--- config.mk ---
export PLATFORM = sky130hd
export DESIGN_NAME = branch_redirect_unit
export DESIGN_NICKNAME = d
export VERILOG_FILES = /design/src/rtl/branch_redirect_unit.sv
export SDC_FILE = /design/constraint.sdc
export NUM_CORES = 1
export LEC_CHECK = 0
export BUFFER_PORTS_ARGS = -buffer_cell sky130_fd_sc_hd__buf_2
export CORE_UTILIZATION = 50
export DETAILED_ROUTE_END_ITERATION = 8
export GPL_ROUTABILITY_DRIVEN = 1
export PLACE_DENSITY = 0.85
export SETUP_SLACK_MARGIN = 0.05
export SLEW_MARGIN = 10
export SYNTH_ARGS = -nofsm -noshare
export SYNTH_HDL_FRONTEND = slang
export SYNTH_SLANG_ARGS = --single-unit
--- constraint.sdc ---
create_clock -name clk -period 4.5 [get_ports clk]
set_clock_uncertainty 0.2 [all_clocks]
set_input_delay 0.9 -clock clk [delete_from_list [all_inputs] [get_ports clk]]
set_output_delay 0.9 -clock clk [all_outputs]
set_load 0.01 [all_outputs]
--- src/rtl/branch_redirect_unit.sv ---
// EX-stage branch/jump resolver: redirect, shadow squash, misaligned trap.
// Optional performance counters built only when BRU_PERF_CNT_EN is defined.
module branch_redirect_unit #(
   parameter int unsigned SHADOW_DEPTH = 2
) (
   input  logic        clk,
   input  logic        rst,
   input  logic        valid_ex,
   input  logic        is_branch,
   input  logic        is_jal,
   input  logic        is_jalr,
   input  logic [2:0]  funct3,
   input  logic [31:0] pc_ex,
   input  logic [31:0] rs1_val,
   input  logic [31:0] rs2_val,
   input  logic [31:0] imm,
   input  logic        trap_ack,
   output logic        forward_adr_from_ex,
   output logic [31:0] target_pc,
   output logic [31:0] link_addr,
   output logic        flush_if_id,
   output logic        flush_id_ex,
   output logic        trap_misaligned,
   output logic [31:0] trap_pc,
   output logic [31:0] branch_count,
   output logic [31:0] taken_count
);

   localparam logic [1:0] RUN    = 2'd0;
   localparam logic [1:0] SHADOW = 2'd1;
   localparam logic [1:0] TRAP   = 2'd2;

   localparam logic [2:0] SHD = 3'(SHADOW_DEPTH);

   logic [1:0]  state_q, state_d;
   logic [2:0]  cnt_q, cnt_d;
   logic        trap_q, trap_d;
   logic [31:0] tpc_q, tpc_d;

   logic        cond;
   logic        jump;
   logic        taken;
   logic        in_run;
   logic        redirect;
   logic        trap_take;
   logic [31:0] jalr_sum;
   logic [31:0] rel_sum;

   always_comb begin
      cond = 1'b0;
      case (funct3)
         3'b000:  cond = (rs1_val == rs2_val);
         3'b001:  cond = (rs1_val != rs2_val);
         3'b100:  cond = ($signed(rs1_val) < $signed(rs2_val));
         3'b101:  cond = ($signed(rs1_val) >= $signed(rs2_val));
         3'b110:  cond = (rs1_val < rs2_val);
         3'b111:  cond = (rs1_val >= rs2_val);
         default: cond = 1'b0;
      endcase
   end

   assign jalr_sum = rs1_val + imm;
   assign rel_sum  = pc_ex + imm;

   // JALR has priority over JAL/branch when decode bits collide
   assign target_pc = is_jalr ? {jalr_sum[31:1], 1'b0} : rel_sum;
   assign link_addr = pc_ex + 32'd4;

   assign jump  = is_jal | is_jalr;
   assign taken = valid_ex & (jump | (is_branch & cond));

   assign in_run    = (state_q == RUN) & ~rst;
   assign redirect  = in_run & taken & ~target_pc[1];
   assign trap_take = in_run & taken & target_pc[1];

   assign forward_adr_from_ex = redirect;
   assign flush_if_id         = redirect;
   assign flush_id_ex         = redirect;
   assign trap_misaligned     = trap_q;
   assign trap_pc             = tpc_q;

   always_comb begin
      state_d = state_q;
      cnt_d   = cnt_q;
      trap_d  = trap_q;
      tpc_d   = tpc_q;
      case (state_q)
         RUN: begin
            if (redirect) begin
               cnt_d   = SHD;
               state_d = SHADOW;
            end else if (trap_take) begin
               trap_d  = 1'b1;
               tpc_d   = pc_ex;
               state_d = TRAP;
            end
         end
         SHADOW: begin
            if (cnt_q <= 3'd1) begin
               cnt_d   = 3'd0;
               state_d = RUN;
            end else begin
               cnt_d = cnt_q - 3'd1;
            end
         end
         TRAP: begin
            if (trap_ack) begin
               trap_d  = 1'b0;
               state_d = RUN;
            end
         end
         default: begin
            state_d = RUN;
            cnt_d   = 3'd0;
            trap_d  = 1'b0;
         end
      endcase
   end

   always_ff @(posedge clk or posedge rst) begin
      if (rst) begin
         state_q <= RUN;
         cnt_q   <= 3'd0;
         trap_q  <= 1'b0;
         tpc_q   <= 32'd0;
      end else begin
         state_q <= state_d;
         cnt_q   <= cnt_d;
         trap_q  <= trap_d;
         tpc_q   <= tpc_d;
      end
   end

`ifdef BRU_PERF_CNT_EN
   logic [31:0] bc_q, bc_d;
   logic [31:0] tc_q, tc_d;
   logic        evald;

   assign evald = in_run & valid_ex & (jump | is_branch);
   assign bc_d  = bc_q + {31'd0, evald};
   assign tc_d  = tc_q + {31'd0, redirect};

   always_ff @(posedge clk or posedge rst) begin
      if (rst) begin
         bc_q <= 32'd0;
         tc_q <= 32'd0;
      end else begin
         bc_q <= bc_d;
         tc_q <= tc_d;
      end
   end

   assign branch_count = bc_q;
   assign taken_count  = tc_q;
`else
   assign branch_count = 32'd0;
   assign taken_count  = 32'd0;
`endif

endmodule

==> key figures, run 1 <==
STA
  – Worst Tran Pin Value: 1050 ps
  – Setup_tns: 0 ps
  – F_max: 224 MHz
  – Final Hold Fails: 0
  – Final setup viols: 0
  – Final hold slack: 304 ps
  – Slew HR: 29.8%
  – Tcrit/Tclk final: 99.3%
  – Post-layout min period: 4470 ps
  – Max-slew violation count: 0
  – Unrepaired setup endpoints after global routing: yes

CTS
  – Clk pin slew, worst setup/hold paths: 50 ps
  – Hold-fix buffers, CTS: 0
  – Clock latency at the later pin of the worst-skew pair: 280 ps
  – Clock root buffer: clkbuf_16
  – Clock buffer count from CTS: 5
  – CTS max path bufs: 2
  – H-tree levels: 2
  – Clock sink total: 38
  – CTS tree: yes

Synthesis
  – Unique masters post-synth: 64
  – Register area share after synthesis: 13.7%
  – Number of flops mapped to enable cells by yosys: 0
  – Synth async-reset ratio: 100%
  – Yosys reg bits: 38
  – Yosys warning total: 0
  – Post-synthesis cell count: 868
  – Mapped Area: 6950 sq um
  – Ys flop type: dfrtp_1
  – Syn Area/Cell: 8.01 sq um

Global route
  – First-pass GRT wire length: 35300 um
  – Antenna violations before repair: 2
  – Gr ovfl total: 0
  – Largest net degree at the start of global routing: 34
  – All-Layer GR Usage: 30.5%
  – Vias in the first global route: 7293

Cells and area
  – Most common cell after layout, fill and taps aside: buf_2
  – Fin util: 71.5%
  – Fillcell total: 1013
  – Layout cells sized above 1: 38.9%
  – Synth-to-Final Area Change: 37.8%
  – Most frequent cells in the layout: buf_2 (223), buf_4 (104), nand2_1 (76), ha_1 (69), conb_1 (64)
  – Final #Nets: 1429
  – Design area: 9580 sq um

Worst setup path
  – WP buf/inv: 4
  – WP data arrival: 3370 ps
  – Crit-path max FO: 3
  – Critical path class: input pin to output pin
  – Critical Path, Cell by Cell: buf_4, buf_4, ha_1, a21oi_1, a21oi_2, o211ai_1, buf_4, a211oi_4, or3_1, a21oi_1, xnor2_1, nand2_1, o21ai_0, buf_2
  – CP Data Required Time: 3400 ps
  – CP most frequent cell: buf_4
  – CP top delay family: compound AO/OA/AOI/OAI gates
  – Setup crit end kind: output pin
  – CP max-delay cell: or3_1
  – Crit start category: input pin
  – CP peak stage delay: 350 ps

Power
  – LEAKAGE: 4.88 nW
  – Power Internal: 1.56 mW
  – Sw frac: 40.7%
  – Power per standard cell area: 275 nW/um^2
  – Sequential power share: 23.4%
  – Logic pwr share: 63.2%
  – Switch Pwr: 1.07 mW
  – Clock share of power: 13.4%
  – Design Power: 2.64 mW
  – Peak supply drop: 0.190 mV

Routing
  – Vias per cell: 5.67
  – First-pass DRT Iterations: 5
  – Vias: 7787
  – Routed WL per cell: 17.1 um
  – Number of DRC markers in iteration 0: 391
  – Post-route DRC: 0
  – Post-Route WL: 23500 um
  – ANT nets after route: 0

Floorplan
  – Chip Height: 120 um
  – Die ar.: 14400 sq um
  – Row Count: 42
  – DIE WIDTH: 120 um
  – Initial Utilization: 51.9%
  – Core box area: 13400 sq um
  – Ports: 302

Run
  – Max Cap Viol: 0

Place
  – # port buffers: 237
  – Post-DP Area: 8660 sq um
  – RePlAce Congestion: 0.970
  – Final HPWL DP: 18000 um

Outcome
  – Status: complete, no violations

Min path
  – Worst Hold Class: flip-flop to flip-flop
[worst paths after layout]
check,slack (ps),to,cells past startpoint,startpoint
max,30,target_pc[25],14,imm[1]
min in group asynchronous,680,state_q[1]$_DFFE_PP0P_,2,rst
max in group asynchronous,2670,trap_pc[25]$_DFFE_PP0P_,3,rst
min,300,trap_pc[15]$_DFFE_PP0P_,1,trap_pc[15]$_DFFE_PP0P_
min reg2reg,300,trap_pc[15]$_DFFE_PP0P_,1,trap_pc[15]$_DFFE_PP0P_
max reg2reg,2340,trap_pc[28]$_DFFE_PP0P_,4,state_q[0]$_DFFE_PP0P_
[area by class of cell]
| class | instances | area, sq um | share of cell area, % |
|---|---|---|---|
| antenna | 3 | 7.51 | 0.0784 |
| timing repair buffer | 340 | 2060 | 21.5 |
| sequential | 38 | 951 | 9.93 |
| clock inverter | 1 | 5.00 | 0.0522 |
| inverter | 50 | 188 | 1.96 |
| tap | 176 | 220 | 2.30 |
| clock buffer | 7 | 143 | 1.49 |
| multi-input combinational | 758 | 6000 | 62.7 |
[registers in the layout (all words and copies together), names as in the netlist]
register	flops
trap_pc	32
cnt_q	3
state_q	2
trap_misaligned	1
[cells in the mapped netlist, types with 10 or more instances]
master | instances | area share [%]
o21a_1 | 17 | 1.8
nand2b_1 | 10 | 0.90
dfrtp_1 | 38 | 14
and3_1 | 21 | 1.9
nand4_1 | 14 | 1.3
xnor2_1 | 48 | 6.0
ha_1 | 96 | 17
o21ai_0 | 57 | 4.1
nand2_1 | 77 | 4.2
xor2_1 | 29 | 3.7
mux2_4 | 28 | 6.0
nand3_1 | 27 | 1.9
inv_1 | 50 | 2.7
buf_4 | 68 | 7.3
a21oi_1 | 69 | 5.0
a21o_1 | 28 | 3.0
nor2_1 | 43 | 2.3
[through the flow]
stage	instances	worst slack, ps
after floorplan	931	196
after global placement	1350	-124
after detailed placement	1350	-205
after CTS	1362	-23.8
after global routing	1372	-99.1
final	1373	33.7
[logic make-up (layout without fill, tap and decap cells)]
family / after synthesis / count (layout) / share of synthesized area [%]
buffers and inverters: 135 / 398 / 11.8
and+or+nand+nor: 238 / 238 / 16.8
AOI/OAI and AO/OA: 242 / 242 / 22.4
other: 1 / 67 / 0.0539
muxes: 39 / 39 / 7.74
xor gates and xnor gates: 77 / 77 / 9.70
DFF: 38 / 38 / 13.7
adders and majority gates: 98 / 98 / 17.8
[per-layer routing]
layer | vias to the layer above | wire, um | track usage [%]
li1 | 3648 | - | -
met1 | 3624 | 9550 | 38.4
met2 | 412 | 11000 | 51.1
met3 | 103 | 1660 | 2.76
met4 | 0 | 1290 | 16.5
met5 | - | 0 | 0
[power by group through the flow]
stage               Sequential, mW  Combinational, mW  Clock, mW
detailed placement           0.613               1.51          0
floorplan                    0.674              0.912          0
finish                       0.616               1.67      0.354
global placement             0.609               1.47          0
global route                 0.636               1.80      0.369
CTS                          0.615               1.58      0.355
[worst reg2reg max path, cell delays in order (launching register included)]
cell and delay [ps]:
dfrtp_1 440, nor4b_1 440, o311a_2 310, buf_12 260, mux2_2 390
[timing repair]
action | in CTS | in global routing
cloned | 0 | 0
hold endpoints to repair | 0 | 0
buffers inserted | 4 | 8
gates resized for setup | 59 | 64
setup endpoints to repair | 7 | 17
pin swaps | 32 | 40
Power figures use the tool's default switching activity.
==> run 2: changes to the inputs <==
--- a/config.mk
+++ b/config.mk
@@ -6,10 +6,10 @@
 export NUM_CORES = 1
 export LEC_CHECK = 0
 export BUFFER_PORTS_ARGS = -buffer_cell sky130_fd_sc_hd__buf_2
-export CORE_UTILIZATION = 50
+export CORE_UTILIZATION = 49
 export DETAILED_ROUTE_END_ITERATION = 8
 export GPL_ROUTABILITY_DRIVEN = 1
-export PLACE_DENSITY = 0.85
+export PLACE_DENSITY = 0.83
 export SETUP_SLACK_MARGIN = 0.05
 export SLEW_MARGIN = 10
 export SYNTH_ARGS = -nofsm -noshare
==> run 2 against run 1 <==
- register-to-register slack gained 70 ps
- sequential power is essentially flat
- combinational power about the same
- design area fell by 0.16%
- non-clock buffer count fell by 2
- setup slack worse by 6.0 ps
- wire length decreased by 2.7%
- highest routed layer unchanged
==> key figures, run 2 (synthesis gave the netlist of run 1 again) <==
Place
  – RePlAce Congestion: 0.920
  – Final HPWL DP: 17600 um
  – Post-DP Area: 8680 sq um
  – # port buffers: 237

Worst setup path
  – Setup crit end kind: output pin
  – CP max-delay cell: or4_1
  – CP peak stage delay: 400 ps
  – WP buf/inv: 3
  – Critical path class: input pin to output pin
  – CP Data Required Time: 3400 ps
  – Critical Path, Cell by Cell: buf_2, ha_1, buf_4, nand2_1, a21oi_1, o21ai_2, a21oi_2, o31a_1, or4_1, a31oi_1, xor2_1, mux2i_1, buf_2
  – Crit-path max FO: 4
  – CP top delay family: compound AO/OA/AOI/OAI gates
  – Crit start category: input pin
  – WP data arrival: 3370 ps
  – CP most frequent cell: buf_2

Floorplan
  – Chip Height: 121 um
  – Ports: 302
  – Initial Utilization: 50.1%
  – Core box area: 13900 sq um
  – Die ar.: 14700 sq um
  – DIE WIDTH: 121 um
  – Row Count: 43

CTS
  – CTS tree: yes
  – Clk pin slew, worst setup/hold paths: 60 ps
  – Clock buffer count from CTS: 5
  – Clock sink total: 38
  – Clock root buffer: clkbuf_16
  – H-tree levels: 2
  – CTS max path bufs: 2
  – Clock latency at the later pin of the worst-skew pair: 280 ps
  – Hold-fix buffers, CTS: 0

Routing
  – Post-route DRC: 0
  – Routed WL per cell: 16.6 um
  – First-pass DRT Iterations: 5
  – ANT nets after route: 0
  – Number of DRC markers in iteration 0: 446
  – Vias: 7626
  – Vias per cell: 5.55
  – Post-Route WL: 22800 um

Cells and area
  – Most frequent cells in the layout: buf_2 (217), buf_4 (103), nand2_1 (75), ha_1 (70), conb_1 (64)
  – Final #Nets: 1427
  – Layout cells sized above 1: 38.7%
  – Multi-input gate area: 5970 sq um
  – Fillcell total: 1146
  – Most common cell after layout, fill and taps aside: buf_2
  – Design area: 9570 sq um
  – Max FFs per register: 32
  – Sequential cell area: 951 sq um
  – Fin util: 68.9%
  – Synth-to-Final Area Change: 37.5%

Global route
  – Largest net degree at the start of global routing: 39
  – Gr ovfl total: 0
  – All-Layer GR Usage: 28.6%
  – Vias in the first global route: 7044
  – First-pass GRT wire length: 33600 um
  – Antenna violations before repair: 2

STA
  – Worst Tran Pin Value: 648 ps
  – Final setup viols: 0
  – Max-slew violation count: 0
  – Tcrit/Tclk final: 99.4%
  – Final Hold Fails: 0
  – Post-layout min period: 4470 ps
  – Slew HR: 56.4%
  – Unrepaired setup endpoints after global routing: yes
  – F_max: 224 MHz

Run
  – Max Cap Viol: 0

Min path
  – Worst Hold Class: flip-flop to flip-flop

Power
  – Peak supply drop: 0.180 mV
  – LEAKAGE: 4.87 nW
  – Power per standard cell area: 274 nW/um^2

Outcome
  – Status: complete, no violations
[run 2: worst paths after layout]
kind / from / end / slack, ps / cells past startpoint
max: imm[5] / target_pc[29] / 30 / 13
min: trap_misaligned$_DFFE_PP0P_ / trap_misaligned$_DFFE_PP0P_ / 310 / 1
max in group asynchronous: rst / trap_pc[31]$_DFFE_PP0P_ / 3220 / 3
max reg2reg: state_q[0]$_DFFE_PP0P_ / trap_pc[28]$_DFFE_PP0P_ / 2410 / 4
min in group asynchronous: rst / trap_pc[1]$_DFFE_PP0P_ / 530 / 3
min reg2reg: trap_misaligned$_DFFE_PP0P_ / trap_misaligned$_DFFE_PP0P_ / 310 / 1
[run 2: power by group]
group          leakage (nW)  internal [mW]  switching, mW
Sequential            0.459          0.510          0.104
Clock                0.0739          0.220          0.138
Combinational          4.34          0.828          0.822
[run 2: layout make-up]
cell class / count / share of cell area (%)
Multi-Input combinational cell: 758 / 62.4
Timing Repair Buffer: 338 / 21.8
Sequential cell: 38 / 9.94
Tap cell: 180 / 2.35
Inverter: 50 / 1.96
Clock buffer: 7 / 1.49
Clock inverter: 1 / 0.0523
Antenna cell: 2 / 0.0523
[run 2: layer usage]
metal	GRT usage, %	routed length [um]	vias to the layer above
li1	-	-	3649
met1	37.9	9800	3526
met2	48.0	10600	385
met3	1.83	1440	66
met4	12.0	969	0
met5	0	0	-
[run 2: repair_timing]
action	in CTS	in global routing
buffers inserted	3	5
endpoints found under the setup margin	11	13
gates resized for setup	56	73
pin swaps	28	49
[run 2: per-stage QoR]
stage          power (mW)  setup WS, ps  setup TNS, ps  hold WS [ps]  cells
2_1_floorplan        1.59           196              0           289    931
3_3_place_gp         2.08          -139           -468           271   1356
3_5_place_dp         2.12          -175           -600           287   1356
4_1_cts              2.54          20.7              0           303   1367
5_1_grt              2.80         -55.4           -169           328   1374
6_report             2.62          27.7              0           305   1374
